### src/rtl/btn_cmd_pkg.sv
// Shared types and helpers for the button command scheduler.
package btn_cmd_pkg;

    typedef enum logic {
        ST_IDLE  = 1'b0,
        ST_OFFER = 1'b1
    } arb_state_t;

    // Width needed to hold values 0..v-1, never less than one bit.
    function automatic int clog2(input int v);
        int r;
        r = 0;
        while ((1 << r) < v) r++;
        return (r < 1) ? 1 : r;
    endfunction

endpackage

### src/rtl/btn_debounce_ch.sv
// One button channel: two-flop synchronizer, tick-qualified stability counter, debounced level.
module btn_debounce_ch
    import btn_cmd_pkg::*;
#(
    parameter int STABLE = 19
) (
    input  logic clk,
    input  logic rst,
    input  logic tick,
    input  logic raw,
    output logic level,
    output logic rise
);

    localparam int CW = clog2(STABLE);
    localparam logic [CW-1:0] CNT_LAST = CW'(STABLE - 1);

    logic [1:0]    sync;
    logic [CW-1:0] cnt;
    logic          flip;

    assign flip = tick && (sync[1] != level) && (cnt == CNT_LAST);
    assign rise = flip && !level;

    always_ff @(posedge clk) begin
        if (rst) begin
            sync  <= 2'b00;
            cnt   <= '0;
            level <= 1'b0;
        end else begin
            sync <= {sync[0], raw};
            if (tick) begin
                if (sync[1] != level) begin
                    if (flip) begin
                        level <= ~level;
                        cnt   <= '0;
                    end else begin
                        cnt <= cnt + 1'b1;
                    end
                end else begin
                    cnt <= '0;
                end
            end
        end
    end

endmodule

### src/rtl/btn_cmd_scheduler.sv
// Debounces N_BTN buttons on a shared tick and serves press events as round-robin
// arbitrated one-shot commands on a single valid/ready port.
module btn_cmd_scheduler
    import btn_cmd_pkg::*;
#(
    parameter int N_BTN    = 4,
    parameter int TICK_DIV = 50000,
    parameter int STABLE   = 19,
    localparam int IDW     = clog2(N_BTN)
) (
    input  logic             clk,
    input  logic             rst,
    input  logic [N_BTN-1:0] btn_raw,
    output logic [N_BTN-1:0] btn_level,
    output logic             cmd_valid,
    output logic [IDW-1:0]   cmd_id,
    input  logic             cmd_ready,
    output logic [N_BTN-1:0] overrun,
    input  logic             clr_overrun
);

    localparam int PW = clog2(TICK_DIV);
    localparam logic [PW-1:0] PRE_LAST = PW'(TICK_DIV - 1);
    localparam logic [IDW:0]  N_EXT    = (IDW + 1)'(N_BTN);

    arb_state_t       state, state_nxt;
    logic [PW-1:0]    pre_cnt;
    logic             tick;
    logic [N_BTN-1:0] rise;
    logic [N_BTN-1:0] pending;
    logic [N_BTN-1:0] clr_mask;
    logic [N_BTN-1:0] ovr_set;
    logic [IDW-1:0]   rr_ptr;
    logic [IDW-1:0]   rr_nxt;
    logic [IDW-1:0]   grant_idx;
    logic             grant_found;
    logic             capture;
    logic [IDW:0]     cand;
    logic [IDW:0]     gp1;

    assign tick = (pre_cnt == PRE_LAST);

    always_ff @(posedge clk) begin
        if (rst) pre_cnt <= '0;
        else     pre_cnt <= tick ? '0 : pre_cnt + 1'b1;
    end

    for (genvar i = 0; i < N_BTN; i++) begin : g_ch
        btn_debounce_ch #(
            .STABLE(STABLE)
        ) u_ch (
            .clk  (clk),
            .rst  (rst),
            .tick (tick),
            .raw  (btn_raw[i]),
            .level(btn_level[i]),
            .rise (rise[i])
        );
    end

    // Scan downward so the lowest offset from rr_ptr is the one that sticks.
    always_comb begin
        grant_found = 1'b0;
        grant_idx   = '0;
        cand        = '0;
        for (int k = N_BTN - 1; k >= 0; k--) begin
            cand = {1'b0, rr_ptr} + (IDW + 1)'(k);
            if (cand >= N_EXT) cand = cand - N_EXT;
            if (pending[cand[IDW-1:0]]) begin
                grant_found = 1'b1;
                grant_idx   = cand[IDW-1:0];
            end
        end
    end

    always_comb begin
        gp1 = {1'b0, grant_idx} + 1'b1;
        if (gp1 >= N_EXT) gp1 = '0;
        rr_nxt = gp1[IDW-1:0];
    end

    always_comb begin
        state_nxt = state;
        capture   = 1'b0;
        case (state)
            ST_IDLE: begin
                if (grant_found) begin
                    capture   = 1'b1;
                    state_nxt = ST_OFFER;
                end
            end
            ST_OFFER: begin
                if (cmd_ready) state_nxt = ST_IDLE;
            end
            default: state_nxt = ST_IDLE;
        endcase
    end

    always_comb begin
        clr_mask = '0;
        if (capture) clr_mask[grant_idx] = 1'b1;
    end

    // A press landing on the bit being captured re-arms it instead of counting as lost.
    assign ovr_set = rise & pending & ~clr_mask;

    always_ff @(posedge clk) begin
        if (rst) begin
            state   <= ST_IDLE;
            pending <= '0;
            overrun <= '0;
            cmd_id  <= '0;
            rr_ptr  <= '0;
        end else begin
            state   <= state_nxt;
            pending <= (pending & ~clr_mask) | rise;
            overrun <= (clr_overrun ? '0 : overrun) | ovr_set;
            if (capture) begin
                cmd_id <= grant_idx;
                rr_ptr <= rr_nxt;
            end
        end
    end

    assign cmd_valid = (state == ST_OFFER);

endmodule

### config.mk
export PLATFORM = sky130hd
export DESIGN_NAME = btn_cmd_scheduler
export DESIGN_NICKNAME = d
export VERILOG_FILES = /design/src/rtl/btn_cmd_pkg.sv /design/src/rtl/btn_debounce_ch.sv /design/src/rtl/btn_cmd_scheduler.sv
export SDC_FILE = /design/constraint.sdc
export NUM_CORES = 1
export LEC_CHECK = 0
export BUFFER_PORTS_ARGS = -buffer_cell sky130_fd_sc_hd__clkbuf_2
export CAP_MARGIN = 40
export CORE_ASPECT_RATIO = 1.25
export CORE_MARGIN = 1
export CORE_UTILIZATION = 33
export CTS_CLUSTER_DIAMETER = 60
export DETAILED_ROUTE_END_ITERATION = 10
export SYNTH_ARGS = -nofsm -noshare
export SYNTH_HDL_FRONTEND = slang
export SYNTH_HIERARCHICAL = 1
export SYNTH_SLANG_ARGS = --single-unit
### constraint.sdc
create_clock -name clk -period 3.8 [get_ports clk]
set_input_delay 0.57 -clock clk [delete_from_list [all_inputs] [get_ports clk]]
set_output_delay 0.57 -clock clk [all_outputs]
set_load 0.01 [all_outputs]
==> After elaboration in Yosys (flattened, before gate mapping) <==
Index checks and enable logic that the tools add are counted.
W data, S select, Z words.
{ "word_totals": {"reg_bits": 61, "inputBits": 8, "output_inout_bits": 11, "elab_cells": 121} }
{ "classes": {"n_addsub": 13, "magnitude_cmp": 11, "n_eq_ne": 9, "mux": 37, "bitwise_logic": 11, "n_reduce_logical": 22} }
{ "op_table": {"columns": ["op", "count"], "rows": [
  ["$mux W5", 8],
  ["$add A5 B1 Y5 const B", 4],
  ["$eq A5 B5 Y1 const B", 4],
  ["$mux W2", 9],
  ["$add A16 B1 Y16 const B", 1],
  ["$eq A16 B16 Y1 const B", 1],
  ["$lt A2 B3 Y1 const B", 5],
  ["$logic_and A1 B1 Y1", 13],
  ["$and A4 B4 Y4", 3],
  ["$ge A3 B3 Y1 const B", 4],
  ["$mux W1", 12],
  ["$reduce_and A3 Y1", 4],
  ["$bmux W1 S2", 4],
  ["$mux W4", 2],
  ["$or A4 B4 Y4", 2],
  ["$sub A2 B1 Y2 const B", 4],
  ["$add A2 B1 Y3 const B", 2],
  ["$add A2 B2 Y3 const B", 2],
  ["$not A1 Y1", 5],
  ["$logic_not A1 Y1", 4],
  ["$ne A1 B1 Y1", 4],
  ["$not A4 Y4", 1],
  ["$ge A2 B3 Y1 const B", 1],
  ["$demux W1 S2", 1],
  ["3 further kinds", 3]
]} }

==> Logic depth before layout (Yosys ltp) <==
{ "logic_depth": {"ltp_word": 17, "mapped_depth": 9, "ltp_nobuf": 8} }

==> Cells and area by module <==
The synthesis kept the hierarchy.
{ "by_module_without_submodules": {"columns": ["module", "instances", "cells_each", "area_per_inst_um2", "seq_area_each_um2"], "rows": [
  ["btn_debounce_ch", 4, 41, 436.7, 160.2],
  ["btn_cmd_scheduler", 1, 148, 1307.5, 580.6]
]} }

==> Least setup slack after synthesis <==
No wires, ideal clock.
{ "synth_timing": {"path_kind": "reg2reg", "from": "register pre_cnt[5]", "to": "register overrun[0]", "setup_ps": 65, "arrival_time_ps": 3535, "t_required_ps": 3735, "setup_slack_ps": 200, "path_stages_with_launch": 7, "n_path_buf": 0, "synth_period_minus_slack_ps": 3600, "path_cell_list": "dfxtp_1 > or4bb_1 > nor4_1 > inv_1 > nor4b_2 > a32oi_1 > nor2_1"} }
{ "synth_via": {"elab_chain_cells": 7} }
{ "synth_lines": {"columns": ["element", "line", "rtl"], "rows": [
  ["from (decl)", "btn_cmd_scheduler.sv:27", "logic [PW-1:0] pre_cnt;"],
  ["from (signal assigned)", "btn_cmd_scheduler.sv:45", "else pre_cnt <= tick ? '0 : pre_cnt + 1'b1;"],
  ["$eq A16 B16 Y1", "btn_cmd_scheduler.sv:41", "assign tick = (pre_cnt == PRE_LAST);"],
  ["named net tick", "btn_cmd_scheduler.sv:28", "logic tick;"],
  ["$logic_and A1 B1 Y1 (2 in a row)", "btn_debounce_ch.sv:22", "assign flip = tick && (sync[1] != level) && (cnt == CNT_LAST);"],
  ["$logic_and A1 B1 Y1", "btn_debounce_ch.sv:23", "assign rise = flip && !level;"],
  ["named net rise[0]", "btn_cmd_scheduler.sv:29", "logic [N_BTN-1:0] rise;"],
  ["$and A4 B4 Y4 (2 in a row)", "btn_cmd_scheduler.sv:105", "assign ovr_set = rise & pending & ~clr_mask;"],
  ["$or A4 B4 Y4", "btn_cmd_scheduler.sv:117", "overrun <= (clr_overrun ? '0 : overrun) | ovr_set;"],
  ["to (signal assigned)", "btn_cmd_scheduler.sv:117", null],
  ["to (decl)", "btn_cmd_scheduler.sv:18", "output logic [N_BTN-1:0] overrun,"]
]} }
The timed path passes the listed nets, and every way through them passes these cells.
A chain may end at the register's enable or synchronous reset.

==> Worst setup path after layout <==
{ "layout_timing": {"from": "register pre_cnt[4]", "to": "register overrun[3]"} }
Same word-level chain as after synthesis.

==> reports/results.txt <==
row count: 38
# hold bufs at CTS: 0
Reg area: 1220 sq um
Worst-Margin Slew: 0.849 ns
Primary FF master, synth: dfxtp_1
final antenna diode count: 0
Synth cell types: 41
vias per cell: 4.97
crit path cell chain: nor4_1, nand3b_1, nor4_2, buf_4, inv_1, nor4b_2, a32oi_1, nor2_1
peak supply drop: 0.125 mV
Yosys top cell area share: 0.400
first-pass GRT wire length: 9920 um
Final Cycle Share: 0.601
GRT busiest layer: met2
fin nets: 358
worst hold path type: input pin to flip-flop
Syn-to-layout area delta: 13.3%
Mapped Area: 3050 sq um
quantity of I/O buffers inserted on ports: 18
Syn Inst Count: 312
Num CTS Buffers: 9
worst-case clock buffer depth: 2
commonest cells in the netlist: 61 x dfxtp_1, 31 x nor2_1, 25 x inv_1, 21 x nand3_1, 15 x nand2_1
gpl congestion: 0.822
worst path arrival time: 2.56 ns
Horiz. Die Dim: 88.0 um
Slew Limit Fails: 0
footprint of the multi-input gates: 1700 sq um
worst hold slack: 0.436 ns
layout cells sized above 1: 0.194
area of the core: 8840 sq um
P_leak: 1.18 nW
total die area: 9650 sq um
Routed wire per std cell: 12.6 um
Yosys Warn Count: 6
Starting Density: 0.345
Worst-Skew Late Latency: 0.34 ns
GR Util met3: 0.0428
final setup TNS: 0 ns
fmax: 438 MHz
Iter 0 DRT Violations: 66
vias in the first global route: 2158
max cap viols: 0
Setup Crit Path Kind: flip-flop to flip-flop
GRT Util Overall: 0.134
met2 GRT Util: 0.201
slowest CP cell: nor4b_2
worst-path fanout max: 24
crit path capture type: flip-flop
startpoint types: flip-flop
met1 usage: 0.176
Post-synth EDFFs: 0
largest cells by area after synthesis: dfxtp_1 40%, ha_1 5.3%, a221oi_2 3.9%, nor2_1 3.8%, xnor2_1 3.7%
Syn Area/Cell: 9.79 sq um
clk root buf: clkbuf_8
Critical Path RT: 4.08 ns
grt ovf: 0
chip height: 110 um
Fillers: 916
Period minus WS final: 2.28 ns
Final Power: 1.18 mW
async set-reset flop share out of synthesis: 0
Synth Net Count: 333
Final setup viols: 0
postcts setup bufs: 0
unrepaired setup endpoints after global routing: false
Final HPWL DP: 4060 um
drt total wl: 5810 um
most common cell in the synthesized netlist: dfxtp_1
Pre-Repair DR Iteration Count: 5
CTS tree: done
H-Tree Depth: 3
Setup Skew: 0.00671 ns
largest area contributor in the netlist: dfxtp_1
antenna viol nets, final: 0
Vias: 2288
post-synthesis sequential area ratio: 0.400
Fin. Hold Viols: 0
PwrDens: 342 nW/um^2
FF+latch count, synth: 61
Slew HR: 0.432
clock sink count: 61
Ports: 19
largest net degree at the start of global routing: 25
drt drc: 0
Critical Path Max Stage Delay: 0.40 ns
clock slew at reported path FFs: 0.06 ns
initial antenna violation count: 0
run status: finished, final reports clean
post-cts resize count: 0
[per-layer routing]
metal,share of wire,vias to the layer above
met2,0.45,40
li1,-,1169
met5,0,-
met4,0.013,0
met1,0.50,1074
met3,0.039,5
[where the power goes]
group          internal, mW  total (mW)  switching (mW)  leakage [nW]
Combinational        0.0135      0.0344          0.0208         0.594
Clock                 0.263       0.499           0.237        0.0881
Sequential            0.646       0.650         0.00436         0.493
Total                 0.922        1.18           0.262          1.18
[sequential cells by signal, summed over array words and instances (netlist names)]
name	flops
cmd_id	2
cmd_valid	1
g_ch.u_ch/cnt	20
g_ch.u_ch/level	4
g_ch.u_ch/sync	8
overrun	4
pending	4
pre_cnt	16
rr_ptr	2
[final cells by class]
class / count / share of cell area
well taps: 120 / 0.0434
repair buffers: 21 / 0.0383
multi-input cells: 219 / 0.490
clock buffers: 12 / 0.0448
clock inverters: 2 / 0.00289
flip-flops and latches: 61 / 0.353
inverters: 25 / 0.0271
[cell usage in the layout, fill, tap and decap left out, drive strengths merged, types with 2 or more instances in the layout]
cell type,Yosys,routed
a32oi,4,4
o31a,4,4
nand2b,13,13
nand2,15,15
o41ai,5,5
nor3b,8,8
nor2,31,31
o21a,12,12
ha,13,13
clkinv,0,2
a31oi,4,4
nor4,7,7
nor3,3,3
o31ai,8,8
clkbuf,1,30
nor2b,8,8
xor2,5,5
nand4bb,4,4
nor4b,4,4
a221oi,8,8
buf,6,3
inv,25,25
nand4,3,3
a21oi,10,10
xnor2,13,13
dfxtp,61,61
nand3,26,26
[cells by family (layout without fill, tap and decap cells)]
| logic type | after synthesis | count (layout) | synth area share |
|---|---|---|---|
| flops | 61 | 61 | 0.400 |
| mux | 1 | 1 | 0.00328 |
| compound gates | 61 | 61 | 0.184 |
| xor+xnor | 18 | 18 | 0.0516 |
| fa+ha+maj | 13 | 13 | 0.0533 |
| simple gates | 126 | 126 | 0.261 |
| buf+inv | 32 | 60 | 0.0467 |
[critical path: cells and delay by family (launching register included)]
family                 cells  cell delay (ns)
AO/OA/AOI/OAI              1             0.15
buffers and inverters      2             0.44
AND/OR/NAND/NOR            5             1.27
flip-flops                 1             0.34
[per-stage QoR]
stage               setup slack (ns)  std cells  utilization  area, sq um
finish                          1.52        460        0.391         3460
global route                    1.23        460        0.391         3460
CTS                             1.52        460        0.391         3460
detailed placement              1.55        446        0.373         3290
global placement                1.59        445        0.369         3270
floorplan                      0.200        312            -         3050
[final timing paths]
| path | start | to | slack [ns] | cells after the start |
|---|---|---|---|---|
| min | btn_raw[0] | g_ch[0].u_ch/sync[0] | 0.44 | 2 |
| max | pre_cnt[4] | overrun[3] | 1.52 | 8 |
| max reg2reg | pre_cnt[4] | overrun[3] | 1.52 | 8 |
| min reg2reg | g_ch[0].u_ch/sync[0] | g_ch[0].u_ch/sync[1] | 0.44 | 1 |
(Power assumes the default switching activity.)
